## src/rtl/surf_wb_fanout.sv

```systemverilog
`default_nettype none
// ============================================================================
//  Module   : surf_wb_fanout
//  Purpose  : Wishbone classic-cycle fan-out from one upstream target port to
//             NCH downstream SURF bridge channels, chosen per transaction by
//             select_i (1..NCH). Channel and request fields are latched at
//             cycle start, all request and response paths are registered,
//             invalid or disabled channels are rejected locally with ERR, and
//             a watchdog terminates stalled channels. Sticky per-channel
//             error / timeout flags record failures.
//  Ports    : wb_clk_i, wb_rst_ni        clock, async active-low reset
//             cyc_i/stb_i/we_i/sel_i/adr_i/dat_i/select_i   upstream request
//             dat_o/ack_o/err_o/rty_o    upstream response
//             m_cyc_o/m_stb_o            per-channel request (one-hot or 0)
//             m_we_o/m_sel_o/m_adr_o/m_dat_o  shared downstream fields
//             m_dat_i/m_ack_i/m_err_i/m_rty_i  per-channel response
//             chan_en_i                  channel enable mask
//             err_rst_i                  clear sticky flags
//             chan_err_o/chan_tmo_o      sticky per-channel flags
//             busy_o                     FSM not idle
//  Revision : 1.0  initial release
// ============================================================================
module surf_wb_fanout #(
    parameter int NCH     = 7,
    parameter int SEL_W   = 4,
    parameter int ADR_W   = 22,
    parameter int TIMEOUT = 255
) (
    input  logic              wb_clk_i,
    input  logic              wb_rst_ni,
    input  logic              cyc_i,
    input  logic              stb_i,
    input  logic              we_i,
    input  logic [3:0]        sel_i,
    input  logic [ADR_W-1:0]  adr_i,
    input  logic [31:0]       dat_i,
    input  logic [SEL_W-1:0]  select_i,
    output logic [31:0]       dat_o,
    output logic              ack_o,
    output logic              err_o,
    output logic              rty_o,
    output logic [NCH-1:0]    m_cyc_o,
    output logic [NCH-1:0]    m_stb_o,
    output logic              m_we_o,
    output logic [3:0]        m_sel_o,
    output logic [ADR_W-1:0]  m_adr_o,
    output logic [31:0]       m_dat_o,
    input  logic [32*NCH-1:0] m_dat_i,
    input  logic [NCH-1:0]    m_ack_i,
    input  logic [NCH-1:0]    m_err_i,
    input  logic [NCH-1:0]    m_rty_i,
    input  logic [NCH-1:0]    chan_en_i,
    input  logic              err_rst_i,
    output logic [NCH-1:0]    chan_err_o,
    output logic [NCH-1:0]    chan_tmo_o,
    output logic              busy_o
);

    localparam int CNT_W = $clog2(TIMEOUT + 1);

    typedef enum logic [1:0] {
        IDLE = 2'd0,
        REQ  = 2'd1,
        RESP = 2'd2
    } state_t;

    state_t             state, state_nx;
    logic [NCH-1:0]     ch_mask;   // latched channel, one-hot (0 if select invalid)
    logic [NCH-1:0]     req_mask;  // drives m_cyc_o / m_stb_o
    logic [CNT_W-1:0]   cnt;

    logic [NCH-1:0]     sel_mask;
    logic               sel_ok;
    logic               ack_hit, err_hit, rty_hit;
    logic [31:0]        rdata;
    logic               accept, go_req, bad, abort, tmo;
    logic               rsp_ack, rsp_err, rsp_rty;

    assign m_cyc_o = req_mask;
    assign m_stb_o = req_mask;

    // Decode select_i into a one-hot mask; out-of-range values give all zero,
    // which also avoids indexing chan_en_i outside its range.
    always_comb begin
        sel_mask = '0;
        sel_ok   = 1'b0;
        for (int k = 0; k < NCH; k++) begin
            if (select_i == SEL_W'(k + 1)) begin
                sel_mask[k] = 1'b1;
                sel_ok      = chan_en_i[k];
            end
        end
    end

    // Only the latched channel can terminate; stray responses are masked off.
    always_comb begin
        ack_hit = |(m_ack_i & ch_mask);
        err_hit = |(m_err_i & ch_mask);
        rty_hit = |(m_rty_i & ch_mask);
        rdata   = '0;
        for (int k = 0; k < NCH; k++) begin
            if (ch_mask[k]) begin
                rdata = rdata | m_dat_i[32*k +: 32];
            end
        end
    end

    always_comb begin
        state_nx = state;
        accept   = 1'b0;
        go_req   = 1'b0;
        bad      = 1'b0;
        abort    = 1'b0;
        tmo      = 1'b0;
        rsp_ack  = 1'b0;
        rsp_err  = 1'b0;
        rsp_rty  = 1'b0;
        case (state)
            IDLE: begin
                if (cyc_i && stb_i) begin
                    accept = 1'b1;
                    if (sel_ok) begin
                        go_req   = 1'b1;
                        state_nx = REQ;
                    end else begin
                        bad      = 1'b1;
                        state_nx = RESP;
                    end
                end
            end
            REQ: begin
                // An upstream abort beats any response arriving in the same cycle.
                if (!cyc_i) begin
                    abort    = 1'b1;
                    state_nx = IDLE;
                end else if (ack_hit) begin
                    rsp_ack  = 1'b1;
                    state_nx = RESP;
                end else if (err_hit) begin
                    rsp_err  = 1'b1;
                    state_nx = RESP;
                end else if (rty_hit) begin
                    rsp_rty  = 1'b1;
                    state_nx = RESP;
                end else if (cnt == CNT_W'(TIMEOUT)) begin
                    tmo      = 1'b1;
                    state_nx = RESP;
                end
            end
            RESP: begin
                state_nx = IDLE;
            end
            default: begin
                state_nx = IDLE;
            end
        endcase
    end

    always_ff @(posedge wb_clk_i or negedge wb_rst_ni) begin
        if (!wb_rst_ni) begin
            state      <= IDLE;
            ch_mask    <= '0;
            req_mask   <= '0;
            cnt        <= '0;
            m_we_o     <= 1'b0;
            m_sel_o    <= '0;
            m_adr_o    <= '0;
            m_dat_o    <= '0;
            dat_o      <= '0;
            ack_o      <= 1'b0;
            err_o      <= 1'b0;
            rty_o      <= 1'b0;
            busy_o     <= 1'b0;
            chan_err_o <= '0;
            chan_tmo_o <= '0;
        end else begin
            state  <= state_nx;
            busy_o <= (state_nx != IDLE);
            ack_o  <= rsp_ack;
            err_o  <= rsp_err | bad | tmo;
            rty_o  <= rsp_rty;

            if (accept) begin
                ch_mask <= sel_mask;
                m_we_o  <= we_i;
                m_sel_o <= sel_i;
                m_adr_o <= adr_i;
                m_dat_o <= dat_i;
            end

            if (go_req) begin
                req_mask <= sel_mask;
                cnt      <= '0;
            end else if (state == REQ) begin
                if (state_nx != REQ) begin
                    req_mask <= '0;
                end
                // Saturate so a long stall can never wrap back below TIMEOUT.
                if (cnt != CNT_W'(TIMEOUT)) begin
                    cnt <= cnt + 1'b1;
                end
            end

            if (bad || tmo) begin
                dat_o <= '0;
            end else if (rsp_ack || rsp_err || rsp_rty) begin
                dat_o <= rdata;
            end

            // Set terms are ORed after the clear so a same-cycle event survives.
            chan_err_o <= (err_rst_i ? '0 : chan_err_o) | ((rsp_err || tmo) ? ch_mask : '0);
            chan_tmo_o <= (err_rst_i ? '0 : chan_tmo_o) | (tmo ? ch_mask : '0);
        end
    end

endmodule
`default_nettype wire

```

## config.mk

```make
export PLATFORM = sky130hd
export DESIGN_NAME = surf_wb_fanout
export DESIGN_NICKNAME = d
export VERILOG_FILES = /design/src/rtl/surf_wb_fanout.sv
export SDC_FILE = /design/constraint.sdc
export NUM_CORES = 1
export LEC_CHECK = 0
export ABC_CLOCK_PERIOD_IN_PS = 2680
export BUFFER_PORTS_ARGS = -buffer_cell sky130_fd_sc_hd__buf_2
export CAP_MARGIN = 5
export CORE_AREA = 2 2 170 172
export DETAILED_ROUTE_END_ITERATION = 8
export DIE_AREA = 0 0 172 174
export SLEW_MARGIN = 10
export SYNTH_ARGS = -nofsm -noshare
export SYNTH_HDL_FRONTEND = slang
export SYNTH_SLANG_ARGS = --single-unit
```

## constraint.sdc

```tcl
create_clock -name wb_clk_i -period 2.68 [get_ports wb_clk_i]
set_clock_uncertainty 0.2 [all_clocks]
set_input_delay 0.536 -clock wb_clk_i [delete_from_list [all_inputs] [get_ports wb_clk_i]]
set_output_delay 0.536 -clock wb_clk_i [all_outputs]
set_load 0.005 [all_outputs]
```

**Word-level counts from Yosys, hierarchy flattened**

Index checks and enable logic that the tools add are counted.
W data, S select, Z words.

- Register bits after elaboration: 133
- Input bits: 320

- $add $sub $neg: 1
- Equality and inequality tests: 11
- Mux-type cells: 67
- Bitwise gates (word level): 13
- Reduce and logical (&&, ||, !) cells: 16

Operators with widths:

| cell | number |
|---|---|
| $mux W32 | 9 |
| $or A32 B32 Y32 | 6 |
| $mux W7 | 7 |
| $mux W1 | 40 |
| $mux W8 | 3 |
| $and A7 B7 Y7 | 3 |
| $reduce_or A7 Y1 | 3 |
| $eq A4 B3 Y1 const B | 4 |
| $mux W2 | 7 |
| $or A7 B7 Y7 | 2 |
| $reduce_bool A2 Y1 | 5 |
| $add A8 B1 Y8 const B | 1 |
| $eq A4 B2 Y1 const B | 2 |
| $eq A8 B8 Y1 const B | 1 |
| $ne A8 B8 Y1 const B | 1 |
| $eq A4 B1 Y1 const B | 1 |
| $logic_or A1 B1 Y1 | 4 |
| $pmux W2 S2 | 1 |
| $reduce_and A2 Y1 | 2 |
| $eq A2 B1 Y1 const B | 1 |
| $logic_not A2 Y1 | 1 |
| $ne A2 B1 Y1 const B | 1 |
| $or A1 B1 Y1 | 2 |
| $logic_and A1 B1 Y1 | 1 |

**Longest topological paths before layout**

Gate-level depths: netlist of the first run.

- Word-level depth: 15
- Mapped depth: 7
- Depth with buffers taken out: 6

**Worst setup path before layout of the first run**

Ideal clock, no wire load.

- Kind: input to register
- Start: in select_i[0]
- End: reg dat_o[22]
- Arrival time: 1.907 ns
- Path slack: 0.452 ns
- Stages: 7
- Path buffers: 2
- Cell sequence: buf_6 > mux2_4 > a221o_1 > o31ai_4 > a21oi_4 > buf_6 > a22o_1

- Cells in the longest elaborated chain, start to end: 13
- Elaborated cells on any way between the ends: 20

RTL lines:

| item | line | text |
|---|---|---|
| start, declared | 37 | `input logic [SEL_W-1:0] select_i,` |
| $eq A4 B1 Y1 | 88 | `if (select_i == SEL_W'(k + 1)) begin` |
| $mux W1 (6 in a row) | 88 |  |
| $mux W1 * | 88 |  |
| $mux W1 * | 122 | `if (sel_ok) begin` |
| $mux W1 * | 120 | `if (cyc_i && stb_i) begin` |
| $mux W1 * | 118 | `case (state)` |
| $logic_or A1 B1 Y1 * | 204 | `if (bad \|\| tmo) begin` |
| $mux W32 or $reduce_bool A2 Y1 (tied branches) | -- |  |
| end signal, assigned | 207 | `dat_o <= rdata;` |
| end, declared | 38 | `output logic [31:0] dat_o,` |

Mark *: on every way between the ends. The rest lies on a longest branch, timed or not.
A chain may end at the register's enable or synchronous reset.

**Final worst setup path of the first run**

- Start: reg ch_mask[0]
- End: reg dat_o[28]

- Cells in the longest elaborated chain, start to end: 15
- Elaborated cells on any way between the ends: 42

RTL lines:

| item | line | text |
|---|---|---|
| start, declared | 68 | `logic [NCH-1:0] ch_mask;` |
| start signal, assigned | 184 | `ch_mask <= sel_mask;` |
| $mux W32 | 102 | `if (ch_mask[k]) begin` |
| $or A32 B32 Y32 | 103 | `rdata = rdata \| m_dat_i[32*k +: 32];` |
| $mux W32 | 102 |  |
| $or A32 B32 Y32 | 103 |  |
| $mux W32 | 102 |  |
| $or A32 B32 Y32 | 103 |  |
| $mux W32 | 102 |  |
| $or A32 B32 Y32 | 103 |  |
| $mux W32 | 102 |  |
| $or A32 B32 Y32 | 103 |  |
| $mux W32 | 102 |  |
| $or A32 B32 Y32 | 103 |  |
| $mux W32 | 102 |  |
| $mux W32 | 206 | `end else if (rsp_ack \|\| rsp_err \|\| rsp_rty) begin` |
| $mux W32 | 204 |  |

Several ways; a longest one is shown, not always the timed one. The select of a mux whose other input is x is not followed.

==> flow_metrics.py, run 1 <==
metrics = {
    "critical_path": {
        "critPathLaunchType": "flop",
        "critPathArrivalTime_ns": 2.48,
        "path_delay_family": "compound AO/OA/AOI/OAI gates",
        "ff2ff_path_depth": 6,
        "rr_endpoint": "dat_o[28]",
        "max_stage_delay_ns": 0.49,
        "r2r_start": "ch_mask[0]",
        "crit_chain": "a222oi_1, and3_2, a41oi_2, a21oi_4, buf_12, a22o_1",
        "rrSetupSlack_ns": 0.35,
        "slowest_stage": "dfrtp_1",
        "end_kind": "flop",
        "crit_fanout": 33,
        "crit_buf_inv": 1,
        "path_class": "reg -> reg",
        "critPathRequiredTime_ns": 2.83,
    },
    "min_path": {
        "hp-class": "in -> reg",
        "holdPathStages": 3,
        "holdCritStartpoint": "adr_i[19]",
        "hold_end": "m_adr_o[19]",
    },
    "clock_network": {
        "cts_tree": "yes",
        "cts_sinks": 133,
        "insertion_delay_ns": 0.42,
        "clk_path_buf_depth": 2,
        "cts_resized": 0,
        "clkSlewWorstSetupHoldPaths_ns": 0.08,
        "cts_inserted_buffers": 17,
        "clock-root-buffer": "clkbuf_16",
        "ctsHtreeMaxLevel": 4,
    },
    "synthesis": {
        "synth_area_per_cell_um2": 9.81,
        "yosysSeqAreaShare": 0.514,
        "synth_top_cell_by_area": "dfrtp_1",
        "yosysTopAreaCellShare": 0.514,
        "synth.area.mux_share": 0.00386,
        "synth-async-reset-ratio": 1.00,
        "yosys_warnings": 0,
        "synthAdderAreaFrac": 0.00193,
        "yosysUniqueCellTypes": 51,
        "synth-simple-area-share": 0.188,
        "synth_top_family_by_area": "compound AO/OA/AOI/OAI gates",
        "ys_seq_elements": 133,
        "synth-edff-count": 0,
        "syn-cell-area_um2": 6480,
        "synthXorXnorAreaFrac": 0.00676,
        "synth-compound-area-share": 0.236,
        "synth_nets": 982,
        "synthFlopType": "dfrtp_1",
        "synthCells": 661,
        "synthTopCellsByArea": "dfrtp_1 (51%), nand2_1 (11%), a22oi_1 (8.1%)",
    },
    "global_route": {
        "grt_pass1_vias": 7329,
        "overflow": 0,
        "grt_max_degree": 69,
        "grt_pass1_wl_um": 46200,
        "grt_usage": 0.211,
        "antenna_found_initial": 24,
    },
    "routing": {
        "drt-vias-per-instance": 4.93,
        "drt-total-wl_um": 32600,
        "vias": 7373,
        "route.detailed.wl_per_inst_um": 21.8,
        "ant_nets": 0,
        "first_pass_iters": 7,
        "drc": 0,
        "drtIter0Drc": 657,
    },
    "power": {
        "ir_drop_mv": 0.333,
        "leakagePower_nw": 5.31,
        "p_total_mw": 6.25,
        "powerDensity_nw_per_um2": 638,
    },
    "sta": {
        "rsz0062_at_grt": "false",
        "slew_viol_final": 0,
        "hold_violations": 0,
        "slew_headroom": 0.512,
        "worst_slack_ns": 0.349,
        "setup-tns-final_ns": 0,
        "fmaxAchievable_mhz": 429,
        "fin_crit_sh": 0.870,
        "tightestPinTransition_ns": 0.732,
        "finalSetupViolCount": 0,
        "period_minus_slack_ns": 2.33,
    },
    "floorplan": {
        "num_rows": 62,
        "dieWidth_um": 172,
        "initial_core_util": 0.230,
        "die-area_um2": 29900,
        "die_height_um": 174,
        "top_level_ports": 443,
        "coreArea_um2": 28200,
    },
    "layout": {
        "nets": 1409,
        "multi_input_area_um2": 2850,
        "layout_commonest_cell": "buf_2",
        "final_core_utilization": 0.347,
        "fillers": 3007,
        "regArea_um2": 3340,
        "postLayoutCellArea_um2": 9800,
        "layout-drive-gt1-share": 0.475,
        "syn_to_final_growth_pct": 51.3,
        "mostFrequentLayoutCells": "buf_2 (441), nand2_1 (195), dfrtp_1 (127), a22oi_1 (70), a22o_1 (46)",
    },
    "placement": {
        "gp_congestion": 0.923,
        "dp_slack_ns": 0.209,
        "hpwlAfterDp_um": 25900,
        "dpl_cell_area_um2": 9150,
        "port-buffer-count": 442,
    },
    "flow_run": {
        "cap_violations": 0,
    },
    "status": {
        "status": "finished clean",
    },
}
## worst register-to-register path: stages (launching register included)
cell      delay [ns]
dfrtp_1         0.49
a222oi_1        0.48
and3_2          0.36
a41oi_2         0.16
a21oi_4         0.16
buf_12          0.21
a22o_1          0.20
## cells by family (layout without fill, tap and decap cells)
kind of cell	Yosys count	after routing
simple gates	278	278
mux	2	2
fa+ha+maj	1	1
xor+xnor	5	5
compound gates	177	177
buf+inv	65	505
flops	133	133
other cells	0	11
## sequential cells by signal, indices dropped and copies added (netlist names)
name	count
m_sel_o	4
chan_tmo_o	7
dat_o	32
rty_o	1
ch_mask	7
err_o	1
ack_o	1
busy_o	1
m_we_o	1
cnt	8
chan_err_o	7
m_adr_o	22
m_dat_o	32
m_cyc_o	7
state	2
## synth_stat cells (2+ instances only)
cell type  instances
buf_4              8
buf_6              5
nand2_1          195
a21o_1             2
nor2_1            11
a22oi_1           70
a21oi_1            3
and3_2             2
and3b_1            3
nand4_1            5
nor2b_1            4
dfrtp_1          133
clkbuf_1          25
buf_1             16
or3_1              2
a22o_1            46
and4_1             3
a32o_1             6
buf_2              9
a222oi_1          35
o21ai_0            4
nand3_1           42
xor2_1             4
## layout make-up
cell class / count / area share
antenna: 11 / 0.00281
multi-input combinational: 463 / 0.290
sequential: 133 / 0.340
clock inverter: 14 / 0.0182
inverter: 2 / 0.000766
timing repair buffer: 471 / 0.254
clock buffer: 18 / 0.0448
tap: 384 / 0.0490
## repair_timing
item / 4_1_cts / 5_1_grt
hold endpoints to repair: 41 / 0
hold buffers: 1 / 0
buffers inserted: 0 / 0
## metrics by stage
stage / cells / hold WS, ns
detailed placement: 1452 / 0.257
finish: 1496 / 0.0916
global placement: 1452 / 0.253
floorplan: 661 / 0.0404
CTS: 1485 / 0.0793
global route: 1494 / 0.0838
## worst max path at each step
stage,slack [ns],cells past startpoint,startpoint,endpoint
after floorplan,0.45,7,select_i[0],dat_o[22]
after global placement,0.26,7,select_i[0],dat_o[30]
after detailed placement,0.21,7,select_i[0],dat_o[27]
after CTS,0.26,6,ch_mask[3],chan_tmo_o[5]
after global routing,0.25,6,ch_mask[0],dat_o[16]
final,0.35,6,ch_mask[0],dat_o[28]
## layer usage
metal / share of wire / vias up / GRT usage / routed length, µm
met1: 0.40 / 3523 / 0.255 / 13000
li1: - / 3316 / - / -
met5: 0.0021 / - / 0 / 69
met4: 0.026 / 10 / 0.0784 / 853
met2: 0.48 / 462 / 0.353 / 15800
met3: 0.090 / 62 / 0.0638 / 2930
## where the power goes
| group | leakage (nW) | internal, mW | switching [mW] |
|---|---|---|---|
| sequential | 1.74 | 2.27 | 0.186 |
| combinational | 3.26 | 0.595 | 0.693 |
| clock | 0.304 | 1.45 | 1.06 |
Power figures use the tool's default switching activity.
==> run 2: changes to the inputs <==
--- a/config.mk
+++ b/config.mk
@@ -5,6 +5,7 @@
 export SDC_FILE = /design/constraint.sdc
 export NUM_CORES = 1
 export LEC_CHECK = 0
+export ABC_AREA = 1
 export ABC_CLOCK_PERIOD_IN_PS = 2680
 export BUFFER_PORTS_ARGS = -buffer_cell sky130_fd_sc_hd__buf_2
 export CAP_MARGIN = 5
==> flow_metrics.py, run 2 <==
metrics = {
    "floorplan": {
        "die_height_um": 174,
        "initial_core_util": 0.254,
        "num_rows": 62,
        "top_level_ports": 443,
        "coreArea_um2": 28200,
        "die-area_um2": 29900,
        "dieWidth_um": 172,
    },
    "critical_path": {
        "end_kind": "flop",
        "critPathLaunchType": "flop",
        "crit_top_cell": "nand2_1",
        "crit_buf_inv": 0,
        "slowest_stage": "nor2_4",
        "path_delay_family": "simple AND/OR/NAND/NOR gates",
        "critPathRequiredTime_ns": 2.83,
        "max_stage_delay_ns": 0.82,
        "path_class": "reg -> reg",
        "crit_chain": "nor2_2, nand2_1, nor2_4, o31ai_2, nand2_1",
        "crit_fanout": 30,
        "critPathArrivalTime_ns": 2.42,
    },
    "sta": {
        "rsz0062_at_grt": "false",
        "worst_slack_ns": 0.410,
        "slew_viol_final": 0,
        "setup-tns-final_ns": 0,
        "hold_violations": 0,
        "fmaxAchievable_mhz": 440,
        "period_minus_slack_ns": 2.27,
        "whs_ns": 0.0959,
        "fin_crit_sh": 0.847,
        "slew_headroom": 0.356,
        "finalSetupViolCount": 0,
        "tightestPinTransition_ns": 0.964,
    },
    "clock_network": {
        "cts_resized": 0,
        "cts_tree": "yes",
        "clk_path_buf_depth": 2,
        "insertion_delay_ns": 0.42,
        "cts_inserted_buffers": 17,
        "postCtsSetupBuffers": 0,
        "clkSlewWorstSetupHoldPaths_ns": 0.07,
        "clock-root-buffer": "clkbuf_16",
        "cts_sinks": 133,
        "ctsHtreeMaxLevel": 4,
    },
    "synthesis": {
        "yosysUniqueCellTypes": 36,
        "synth_area_per_cell_um2": 7.61,
        "yosysTopAreaCellShare": 0.464,
        "synth_most_common_cell": "nand2_1",
        "synthTopCellsByArea": "dfrtp_1 (46%), nand2_1 (24%), nand3_1 (6.3%)",
        "synth_top_cell_by_area": "dfrtp_1",
        "synthTopCellsByCount": "nand2_1 (458), dfrtp_1 (133), nand3_1 (90), inv_1 (43), clkbuf_1 (30)",
        "synth-async-reset-ratio": 1.00,
        "synthFlopType": "dfrtp_1",
        "ys_seq_elements": 133,
        "synthCells": 943,
        "syn-cell-area_um2": 7180,
        "synth_nets": 1264,
        "synth-edff-count": 0,
        "yosysSeqAreaShare": 0.464,
        "yosys_warnings": 0,
    },
    "power": {
        "powerDensity_nw_per_um2": 615,
        "leakagePower_nw": 5.89,
        "ir_drop_mv": 0.343,
    },
    "global_route": {
        "grt_pass1_wl_um": 46500,
        "antenna_found_initial": 17,
        "grt_max_degree": 64,
        "overflow": 0,
        "grt_pass1_vias": 7862,
        "grt_usage": 0.209,
    },
    "placement": {
        "hpwlAfterDp_um": 24600,
        "dpl_cell_area_um2": 9660,
        "dp_slack_ns": 0.309,
        "gp_congestion": 0.863,
        "port-buffer-count": 442,
    },
    "layout": {
        "layout-drive-gt1-share": 0.395,
        "syn_to_final_growth_pct": 43.8,
        "mostFrequentLayoutCells": "nand2_1 (458), buf_2 (441), dfrtp_1 (126), nand3_1 (89), inv_1 (43)",
        "fillers": 3082,
        "top_regs": "dat_o: 32 flops, m_dat_o: 32 flops, m_adr_o: 22 flops",
        "nets": 1681,
        "layout_commonest_cell": "nand2_1",
        "postLayoutCellArea_um2": 10300,
    },
    "status": {
        "status": "finished clean",
    },
    "routing": {
        "drtIter0Drc": 606,
        "ant_nets": 0,
        "route.detailed.wl_per_inst_um": 18.1,
        "vias": 8072,
        "drc": 0,
        "first_pass_iters": 5,
        "drt-vias-per-instance": 4.56,
        "drt-total-wl_um": 32100,
    },
    "flow_run": {
        "cap_violations": 0,
    },
    "min_path": {
        "hp-class": "in -> reg",
    },
}
[run 2: cell count changes after synthesis, moves of 14 or more]
cell and change:
nand2_1 +263, inv_1 +42, a221oi_1 +19, a222oi_1 -35, a22oi_1 -70, buf_1 -14
nand3_1 +48, a22o_1 -26
[run 2: repair_timing]
| action | CTS | global route |
|---|---|---|
| setup endpoints to repair | 0 | 0 |
| hold buffers | 1 | 0 |
| endpoints found under the hold margin | 38 | 0 |
[run 2: where the power goes]
| group | switching (mW) | internal, mW | total (mW) |
|---|---|---|---|
| clock network | 1.04 | 1.50 | 2.54 |
| logic | 0.763 | 0.600 | 1.36 |
| registers | 0.176 | 2.27 | 2.44 |
| total | 1.98 | 4.36 | 6.35 |
[run 2: metrics by stage]
stage	cells	util	total power, mW
after floorplan	943	-	3.10
after global placement	1724	0.342	3.83
after detailed placement	1724	0.342	3.85
after CTS	1757	0.364	6.45
after global routing	1766	0.365	6.72
final	1769	0.365	6.35
[run 2: cell families after synthesis]
family | share of synthesized area
flops | 0.464
xor+xnor | 0.00610
compound gates | 0.0950
fa+ha+maj | 0.00174
buf+inv | 0.0784
simple gates | 0.355
[run 2: worst paths after layout]
check | to | cells past startpoint | slack, ns | start
max | dat_o[21] | 5 | 0.41 | state[1]
min | m_dat_o[6] | 3 | 0.1 | dat_i[6]
max reg2reg | dat_o[21] | 5 | 0.41 | state[1]
min reg2reg | m_dat_o[14] | 2 | 0.28 | m_dat_o[14]
max in group asynchronous | dat_o[4] | 3 | 1.24 | wb_rst_ni
min in group asynchronous | m_adr_o[17] | 2 | 0.39 | wb_rst_ni
[run 2: routing by layer]
metal | track usage | part of all wire | vias to the layer above
met4 | 0.0791 | 0.022 | 6
li1 | - | - | 3877
met2 | 0.357 | 0.49 | 413
met3 | 0.0576 | 0.086 | 41
met5 | 0 | 0.0013 | -
met1 | 0.247 | 0.40 | 3735
[run 2: worst reg2reg max path: cells and delay by family (launching register included)]
kind,cells,cell delay (ns)
flops,1,0.39
simple gates,4,1.43
compound gates,1,0.18
[run 2: area by class of cell]
class,instances,area [µm²],share of cell area
sequential,133,3340,0.323
multi-input combinational,701,3300,0.319
timing repair buffer,460,2380,0.231
tap,384,480,0.0466
clock buffer,18,429,0.0416
clock inverter,14,189,0.0183
inverter,47,176,0.0171
antenna,12,30.0,0.00291
